<file path="src/rtl/fwnoc_pkg.sv">
// ---------------------------------------------------------------------------
// fwnoc_pkg
//   Shared definitions for the fwnoc router datapath.
//   - Flit width and header payload-size field location.
//   - State encoding of the egress packet arbiter.
//   - Header size-field extraction, shared with the ingress decoders.
// ---------------------------------------------------------------------------
package fwnoc_pkg;

    localparam int FWNOC_FLIT_W   = 32;
    localparam int FWNOC_SIZE_LSB = 0;
    localparam int FWNOC_SIZE_W   = 8;

    typedef enum logic [1:0] {
        EARB_IDLE    = 2'd0,
        EARB_HEADER  = 2'd1,
        EARB_PAYLOAD = 2'd2
    } earb_state_t;

    // Payload flit count carried in a header flit.
    function automatic logic [FWNOC_SIZE_W-1:0] fwnoc_hdr_size(
        input logic [FWNOC_FLIT_W-1:0] hdr
    );
        return hdr[FWNOC_SIZE_LSB +: FWNOC_SIZE_W];
    endfunction

endpackage

</file>
<file path="src/rtl/fwnoc_router_egress_arb_if.sv">
// ---------------------------------------------------------------------------
// fwnoc_router_egress_arb_if
//   One ready/valid flit link.
//   dat   : flit payload (DATA_W bits), driven by the master
//   valid : flit present, driven by the master
//   ready : flit accepted this cycle, driven by the slave
//   A transfer happens on a rising clock edge with valid && ready.
// ---------------------------------------------------------------------------
interface fwnoc_router_egress_arb_if
    import fwnoc_pkg::*;
#(
    parameter int DATA_W = FWNOC_FLIT_W
);

    logic [DATA_W-1:0] dat;
    logic              valid;
    logic              ready;

    modport master (output dat, output valid, input  ready);
    modport slave  (input  dat, input  valid, output ready);

endinterface

</file>
<file path="src/rtl/fwnoc_rr_arb4.sv">
// ---------------------------------------------------------------------------
// fwnoc_rr_arb4
//   Combinational 4-way round-robin picker.
//   req     : request vector, bit n = requester n
//   last    : index granted most recently
//   gnt_idx : first requester found searching from last+1 upward with wrap
//   gnt_vld : at least one request present (gnt_idx meaningless otherwise)
// ---------------------------------------------------------------------------
module fwnoc_rr_arb4
    import fwnoc_pkg::*;
(
    input  logic [3:0] req,
    input  logic [1:0] last,
    output logic [1:0] gnt_idx,
    output logic       gnt_vld
);

    logic [1:0] cand;

    // Walk candidates from lowest priority (last itself) to highest
    // (last+1); the final match written wins, giving the nearest one.
    always_comb begin
        gnt_idx = 2'd0;
        gnt_vld = |req;
        cand    = last;
        for (int k = 3; k >= 0; k--) begin
            cand = last + 2'(k + 1);
            if (req[cand]) begin
                gnt_idx = cand;
            end
        end
    end

endmodule

</file>
<file path="src/rtl/fwnoc_router_egress_arb.sv">
// ---------------------------------------------------------------------------
// fwnoc_router_egress_arb
//   Packet-level arbiter for one router egress port. Four ingress links
//   share one egress link; a requester is chosen round-robin, the payload
//   size is taken from its header flit and the connection is held until
//   all N+1 flits of the packet have transferred.
//
//   clock    : clock
//   reset    : asynchronous, active-high reset
//   i0..i3   : ingress flit links (slave side: dat/valid in, ready out)
//   e        : egress flit link (master side: dat/valid out, ready in)
//
//   While connected the granted ingress is wired straight through to the
//   egress (zero-cycle path). Every packet is preceded by one IDLE cycle
//   in which the next requester is picked.
// ---------------------------------------------------------------------------
module fwnoc_router_egress_arb
    import fwnoc_pkg::*;
#(
    parameter int DATA_W   = FWNOC_FLIT_W,
    parameter int SIZE_LSB = FWNOC_SIZE_LSB,
    parameter int SIZE_W   = FWNOC_SIZE_W
)(
    input  logic                         clock,
    input  logic                         reset,
    fwnoc_router_egress_arb_if.slave     i0,
    fwnoc_router_egress_arb_if.slave     i1,
    fwnoc_router_egress_arb_if.slave     i2,
    fwnoc_router_egress_arb_if.slave     i3,
    fwnoc_router_egress_arb_if.master    e
);

    earb_state_t        state;
    logic [1:0]         grant;
    logic [1:0]         last_grant;
    logic [SIZE_W-1:0]  count;

    logic [DATA_W-1:0]  in_dat [4];
    logic [3:0]         in_vld;
    logic [3:0]         rdy_vec;

    logic [1:0]         pick_idx;
    logic               pick_vld;

    logic               connected;
    logic [DATA_W-1:0]  sel_dat;
    logic               sel_vld;
    logic               xfer;
    logic [SIZE_W-1:0]  hdr_n;

    assign in_dat[0] = i0.dat;
    assign in_dat[1] = i1.dat;
    assign in_dat[2] = i2.dat;
    assign in_dat[3] = i3.dat;
    assign in_vld    = {i3.valid, i2.valid, i1.valid, i0.valid};

    fwnoc_rr_arb4 u_rr (
        .req     (in_vld),
        .last    (last_grant),
        .gnt_idx (pick_idx),
        .gnt_vld (pick_vld)
    );

    assign connected = (state != EARB_IDLE);
    assign sel_dat   = in_dat[grant];
    assign sel_vld   = in_vld[grant];
    assign xfer      = connected && sel_vld && e.ready;
    assign hdr_n     = sel_dat[SIZE_LSB +: SIZE_W];

    // Egress valid never looks at e.ready; data is forced to zero in IDLE
    // so a stale flit never sits on the link between packets.
    assign e.valid = connected && sel_vld;
    assign e.dat   = connected ? sel_dat : '0;

    // Only the granted ingress sees the sink's ready; others must hold.
    always_comb begin
        rdy_vec = '0;
        if (connected) begin
            rdy_vec[grant] = e.ready;
        end
    end

    assign i0.ready = rdy_vec[0];
    assign i1.ready = rdy_vec[1];
    assign i2.ready = rdy_vec[2];
    assign i3.ready = rdy_vec[3];

    // count holds the payload flits still owed; it is loaded with N on the
    // header transfer, so N=255 fits without needing an extra bit.
    always_ff @(posedge clock or posedge reset) begin
        if (reset) begin
            state      <= EARB_IDLE;
            grant      <= 2'd0;
            last_grant <= 2'd3;
            count      <= '0;
        end else begin
            case (state)
                EARB_IDLE: begin
                    if (pick_vld) begin
                        grant      <= pick_idx;
                        last_grant <= pick_idx;
                        state      <= EARB_HEADER;
                    end
                end
                EARB_HEADER: begin
                    if (xfer) begin
                        count <= hdr_n;
                        state <= (hdr_n == '0) ? EARB_IDLE : EARB_PAYLOAD;
                    end
                end
                EARB_PAYLOAD: begin
                    if (xfer) begin
                        count <= count - 1'b1;
                        if (count == SIZE_W'(1)) begin
                            state <= EARB_IDLE;
                        end
                    end
                end
                default: begin
                    state <= EARB_IDLE;
                end
            endcase
        end
    end

endmodule

</file>
<file path="src/flat_wrapper.sv">
// flat-port wrapper written by rule: the top's interface ports become plain ports
module fwnoc_router_egress_arb_flat import fwnoc_pkg::*;
#(
    parameter int DATA_W   = FWNOC_FLIT_W,
    parameter int SIZE_LSB = FWNOC_SIZE_LSB,
    parameter int SIZE_W   = FWNOC_SIZE_W
)
  (clock, reset, i0_dat, i0_valid, i0_ready, i1_dat, i1_valid, i1_ready, i2_dat, i2_valid, i2_ready, i3_dat, i3_valid, i3_ready, e_dat, e_valid, e_ready);
  fwnoc_router_egress_arb_if #(.DATA_W(DATA_W)) i0_i ();
  fwnoc_router_egress_arb_if #(.DATA_W(DATA_W)) i1_i ();
  fwnoc_router_egress_arb_if #(.DATA_W(DATA_W)) i2_i ();
  fwnoc_router_egress_arb_if #(.DATA_W(DATA_W)) i3_i ();
  fwnoc_router_egress_arb_if #(.DATA_W(DATA_W)) e_i ();
  input  logic clock;
  input  logic reset;
  input wire logic [$bits(i0_i.dat)-1:0] i0_dat;
  input wire logic [$bits(i0_i.valid)-1:0] i0_valid;
  output wire logic [$bits(i0_i.ready)-1:0] i0_ready;
  input wire logic [$bits(i1_i.dat)-1:0] i1_dat;
  input wire logic [$bits(i1_i.valid)-1:0] i1_valid;
  output wire logic [$bits(i1_i.ready)-1:0] i1_ready;
  input wire logic [$bits(i2_i.dat)-1:0] i2_dat;
  input wire logic [$bits(i2_i.valid)-1:0] i2_valid;
  output wire logic [$bits(i2_i.ready)-1:0] i2_ready;
  input wire logic [$bits(i3_i.dat)-1:0] i3_dat;
  input wire logic [$bits(i3_i.valid)-1:0] i3_valid;
  output wire logic [$bits(i3_i.ready)-1:0] i3_ready;
  output wire logic [$bits(e_i.dat)-1:0] e_dat;
  output wire logic [$bits(e_i.valid)-1:0] e_valid;
  input wire logic [$bits(e_i.ready)-1:0] e_ready;
  assign i0_i.dat = i0_dat;
  assign i0_i.valid = i0_valid;
  assign i0_ready = i0_i.ready;
  assign i1_i.dat = i1_dat;
  assign i1_i.valid = i1_valid;
  assign i1_ready = i1_i.ready;
  assign i2_i.dat = i2_dat;
  assign i2_i.valid = i2_valid;
  assign i2_ready = i2_i.ready;
  assign i3_i.dat = i3_dat;
  assign i3_i.valid = i3_valid;
  assign i3_ready = i3_i.ready;
  assign e_dat = e_i.dat;
  assign e_valid = e_i.valid;
  assign e_i.ready = e_ready;
  fwnoc_router_egress_arb #(.DATA_W(DATA_W), .SIZE_LSB(SIZE_LSB), .SIZE_W(SIZE_W)) u_core (.clock(clock), .reset(reset), .i0(i0_i), .i1(i1_i), .i2(i2_i), .i3(i3_i), .e(e_i));
endmodule
</file>
<file path="config.mk">
export PLATFORM = sky130hd
export DESIGN_NAME = fwnoc_router_egress_arb_flat
export DESIGN_NICKNAME = d
export VERILOG_FILES = /design/src/rtl/fwnoc_pkg.sv /design/src/rtl/fwnoc_router_egress_arb_if.sv /design/src/rtl/fwnoc_rr_arb4.sv /design/src/rtl/fwnoc_router_egress_arb.sv /design/src/flat_wrapper.sv
export SDC_FILE = /design/constraint.sdc
export NUM_CORES = 1
export LEC_CHECK = 0
export BUFFER_PORTS_ARGS = -buffer_cell sky130_fd_sc_hd__buf_2
export CAP_MARGIN = 10
export CORE_ASPECT_RATIO = 1.25
export CORE_MARGIN = 5
export CORE_UTILIZATION = 31
export CTS_CLUSTER_DIAMETER = 150
export DETAILED_ROUTE_END_ITERATION = 8
export GPL_TIMING_DRIVEN = 1
export PLACE_DENSITY = 0.79
export SETUP_SLACK_MARGIN = 0.15
export SLEW_MARGIN = 0
export SYNTH_ARGS = -nofsm -noshare
export SYNTH_HDL_FRONTEND = slang
export SYNTH_SLANG_ARGS = --single-unit
</file>
<file path="constraint.sdc">
create_clock -name clock -period 2 [get_ports clock]
set_clock_uncertainty 0.05 [all_clocks]
set_input_delay 0.4 -clock clock [delete_from_list [all_inputs] [get_ports clock]]
set_output_delay 0.4 -clock clock [all_outputs]
set_load 0.01 [all_outputs]
</file>
# After elaboration in Yosys (flattened, before gate mapping)
# Index checks and enable logic that the tools add are counted.
[word_totals]
regBits = 14
latchBits = 0
wordCells = 65
romBits = 0
out_inout_bits = 37
mem_bits_rw = 0
input_bits = 135
mem_count = 0
[op_classes]
muxes = 30
n_addsub = 4
mul = 0
shift = 0
n_lt_le_gt_ge = 7
n_eq_ne = 7
div = 0
bitwise = 2
n_reduce_logical = 11
[ops]
columns = ["op", "n"]
rows = [
  ["2-to-1 mux 32 bit", 3],
  ["binary-select mux 32 bit (select 2 bit)", 1],
  ["2-to-1 mux 2 bit", 9],
  ["2-to-1 mux 8 bit", 2],
  ["one-hot mux 8 bit (2 select lines)", 1],
  ["less-than comparator 2 x 3 -> 1 bit, second input constant", 5],
  ["binary-select mux 1 bit (select 2 bit)", 5],
  ["== test 8 x 1 -> 1 bit, second input constant", 1],
  ["zero test 8 bit", 1],
  ["inequality test 2 x 1 -> 1 bit, second input constant", 4],
  ["subtractor 8 x 1 -> 8 bit, second input constant", 1],
  ["2-to-1 mux 1 bit", 6],
  ["one-hot mux 2 bit (3 select lines)", 1],
  ["adder 2 bit, second input constant", 2],
  ["bitwise AND 4 bit", 1],
  ["2-to-1 mux 4 bit", 1],
  ["AND reduction 4 bit", 1],
  ["nonzero test 2 bit", 2],
  ["OR reduction 4 bit", 1],
  ["greater-or-equal comparator 3 bit, second input constant", 1],
  ["logical AND 1 bit", 3],
  ["NOT 2 -> 3 bit", 1],
  ["AND reduction 3 bit", 1],
  ["adder 2 x 1 -> 2 bit, second input constant", 1],
  ["other kinds (6)", 6],
]

# Depth between registers and ports, before layout
[logic_depth]
ltp_word = 8
depth_mapped = 7
depth_no_buf = 6

# Cells and area by module
# From an unflattened synthesis, not the netlist that was laid out.
[unflattened]
cells_unflattened = 179
area_unflattened_um2 = 1926.8
[modules_own_cells]
columns = ["module", "area_per_inst_um2", "cells_each", "seq_area_each_um2", "instances"]
rows = [
  ["fwnoc_router_egress_arb", 1835.5, 165, 352.8, 1],
  ["fwnoc_rr_arb4", 91.3, 14, 0.0, 1],
]

# Least setup slack after synthesis
# Ideal clock, no wire load.
[synth_path]
path_kind = "reg2out"
startpoint = "register u_core.grant[0]"
endpoint = "output e_dat[13]"
slack_ns = -0.082
path_buffers = 3
path_stages_with_launch = 6
t_arrival_ns = 1.632
required_time_ns = 1.550
path_cell_list = "dfrtp_1 -> buf_6 -> buf_6 -> buf_2 -> mux4_2 -> nor2b_1"
[synth_via]
elab_chain_cells = 5
[synth_rtl]
columns = ["element", "line_no", "text"]
rows = [
  ["from (decl)", "fwnoc_router_egress_arb.sv:34", "logic [1:0] grant;"],
  ["from (signal assigned)", "fwnoc_router_egress_arb.sv:100", "grant <= pick_idx;"],
  ["NOT 2 -> 3 bit (implied by the code)", "fwnoc_router_egress_arb.sv:65", "assign sel_dat = in_dat[grant];"],
  ["binary-select mux 32 bit (select 2 bit)", "fwnoc_router_egress_arb.sv:65", ""],
  ["2-to-1 mux 32 bit (implied by the code) (2 in a row)", "fwnoc_router_egress_arb.sv:65", ""],
  ["2-to-1 mux 32 bit", "fwnoc_router_egress_arb.sv:73", "assign e.dat = connected ? sel_dat : '0;"],
  ["to (decl)", "flat_wrapper.sv:28", "output wire logic [$bits(e_i.dat)-1:0] e_dat;"],
]
# No other way between the ends. The select of a mux whose other input is x is not followed.

# Final worst setup path
[layout_path]
startpoint = "register u_core.grant[0]"
endpoint = "output e_dat[21]"
# Same word-level chain as after synthesis.

==> out/results.ini <==
[timing]
slew_headroom=0.618
fin_crit_ns=2.19
slew_viol_final=0
hold_slack_ns=0.140
worst_pin_slew_ns=0.567
post-route-period-util=1.10
fmaxAchievable_mhz=456
setup_slack_ns=-0.193
rsz0062_at_grt=true
hold_viol_final=0
setup_violations=34

[die]
die_h_um=101
die-width_um=82.5
io_pins=172
initial_utilization=0.314
row_count=33
design.core.area_mm2=0.00648
die-area_mm2=0.00830

[synth]
yosysTopAreaCellShare=0.354
synth_seq_cells=14
syn_inst=189
synth_area_mm2=0.00204
synth_common_cells=32 x mux4_2, 31 x nor2b_1, 16 x inv_1
synthFlopType=dfrtp_1
ys_async_sr_fraction=1.00
synth-seq-area-share=0.173
synthMostInstantiatedCell=mux4_2
synth_edf_count=0
yosysWarnings=0
synthTopCellsByArea=mux4_2 35%, dfrtp_1 15%, nor2b_1 9.5%
syn_nets=329
synth_top_cell_by_area=mux4_2
synth.distinct_cells=52
synth.avg_cell_area_um2=10.8

[cts]
worstSkewPairLatency_ns=0.25
root_buffer=clkbuf_8
cts_buffers=3
cts_htree_levels=1
cts.path.max_buffers=2
clk_pin_slew_ns=0.07
cts_tree=done
cts.sinks=14

[critical_path]
critPathArrivalTime_ns=1.74
crit_path_cell_trace=buf_6 > clkbuf_16 > mux4_2 > nor2b_1 > buf_2
slowest_delay_ns=0.47
cp_num_cells=5
crit_slowest_cell=mux4_2
start_kind=flip-flop
crit-reg2reg-launch=u_core.grant[0]$_DFFE_PP0P_
required_ns=1.55
r2r_cells=6
startpoint=u_core.grant[0]$_DFFE_PP0P_
endpoint_kind=output pin
path_class=flip-flop to output pin
path_max_fanout=6
path_buf_inv=3
path_delay_family=multiplexers

[drt]
drc_errors=0
via_per_inst=5.39
ant_nets=0
dr_total_vias=2539
first_iter_violations=167
wl_per_cell_um=20.7
finalWirelength_um=9770
detailedRoute.firstPassIterationCount=4

[placed_design]
place_ws_ns=-0.0439
gp_congestion=0.910
io_buffers=171
dp.final_hpwl_um=7690

[cells_and_area]
final_util=0.563
nFillCells=554
layout-drive-gt1-share=0.743
nets=523
syn_to_final_growth_pct=79.1

[grt]
grt_max_degree=16
grt_antenna_before_repair=4
grt_pass1_wl_um=14200
grt-ovfl-total=0
grtUsageTotal=0.231
grt_pass1_vias=2843

[power]
p_leak_nw=1.78
vdd_ir_drop_max_v=0.000984
power.density_mw_per_mm2=1640

[status]
violations=negative setup slack
status=finished with violations

[run]
cap_violations=0

[worst_hold_path]
min_path_type=input pin to asynchronous set/reset pin

==> what timing repair did <==
action                                  in CTS  in global routing
pin swaps                                    5                  3
gates resized for setup                     32                 18
buffers inserted                             9                  1
endpoints found under the setup margin      46                 49
gates cloned                                 2                  1
hold buffers                                 0                  0
==> final timing paths <==
check	to	slack, ns
max in group asynchronous	u_core.grant[1]$_DFFE_PP0P_	1.35
worst max register to register	u_core.state[1]$_DFFE_PP0P_	-0.13
worst min-delay path	u_core.count[7]$_DFFE_PP0P_	0.14
min in group clock	u_core.last_grant[1]$_DFFE_PP1P_	0.47
worst min register to register	u_core.last_grant[1]$_DFFE_PP1P_	0.47
worst max-delay path	e_dat[21]	-0.19
==> area by class of cell <==
class | instances | area, um^2 | area share
Sequential cell | 14 | 355 | 0.0974
Timing Repair Buffer | 203 | 1320 | 0.363
Multi-Input combinational cell | 144 | 1740 | 0.476
Inverter | 17 | 63.8 | 0.0175
Antenna cell | 2 | 5.00 | 0.00137
Tap cell | 87 | 109 | 0.0298
Clock buffer | 4 | 55.1 | 0.0151
==> worst register-to-register path, stage by stage (launching register included) <==
cell and delay [ns]:
dfrtp_2 0.40, buf_4 0.13, buf_12 0.11, mux4_2 0.51, or4_4 0.57, o21ai_2 0.15
mux2i_1 0.09
==> metal layers <==
layer / vias up / global-route usage / part of all wire
met3: 33 / 0.0626 / 0.082
met2: 156 / 0.403 / 0.54
met1: 1213 / 0.249 / 0.33
li1: 1133 / - / -
met4: 4 / 0.125 / 0.044
met5: - / 0 / 0.0028
==> power breakdown <==
group / switching (mW) / total (mW) / internal [mW]
Sequential: 0.156 / 0.611 / 0.455
Clock: 0.114 / 0.289 / 0.175
Combinational: 2.26 / 5.09 / 2.83
Total: 2.53 / 5.99 / 3.46
==> flip-flops by register name, indices dropped and copies added, names as in the netlist <==
| signal | flops |
|---|---|
| u_core.grant | 2 |
| u_core.count | 8 |
| u_core.last_grant | 2 |
| u_core.state | 2 |
==> logic make-up after synthesis <==
kind of cell,count (synthesis),share of synthesized area
AO/OA/AOI/OAI,38,0.153
adder cells (fa/ha/maj),5,0.0307
buffers and inverters,31,0.0670
flip-flops,14,0.173
multiplexers,39,0.393
AND/OR/NAND/NOR,62,0.184
==> stage by stage <==
stage | setup TNS [ns] | cells | power (mW) | cell area (um^2)
finish | -5.19 | 471 | 5.99 | 3650
global route | -7.12 | 471 | 6.35 | 3650
CTS | -4.16 | 467 | 5.68 | 3530
detailed placement | -0.0439 | 452 | 4.60 | 3190
global placement | -0.0239 | 452 | 4.54 | 3190
floorplan | 0 | 189 | 3.35 | 2150
==> layout by cell type, fill, tap and decap left out, types with 2 or more instances in the layout <==
master	n
mux2i_1	2
clkbuf_8	4
a22o_1	2
or4_4	2
a21boi_1	2
o21ai_0	4
or3_1	2
buf_4	17
dfstp_2	2
dfrtp_2	2
nor2b_1	19
nor2_2	2
nand2_1	7
diode_2	2
ha_1	4
mux4_2	32
dfrtp_1	10
o211ai_1	4
a21oi_1	2
inv_2	5
nor4_1	2
nor2b_4	12
o22ai_1	3
buf_6	20
mux2_4	3
nor2_1	3
buf_12	4
nand2b_1	2
a22oi_2	3
o32ai_1	2
inv_1	12
buf_2	158
o221ai_1	2
Note: power is estimated with default switching activity, not from simulation.
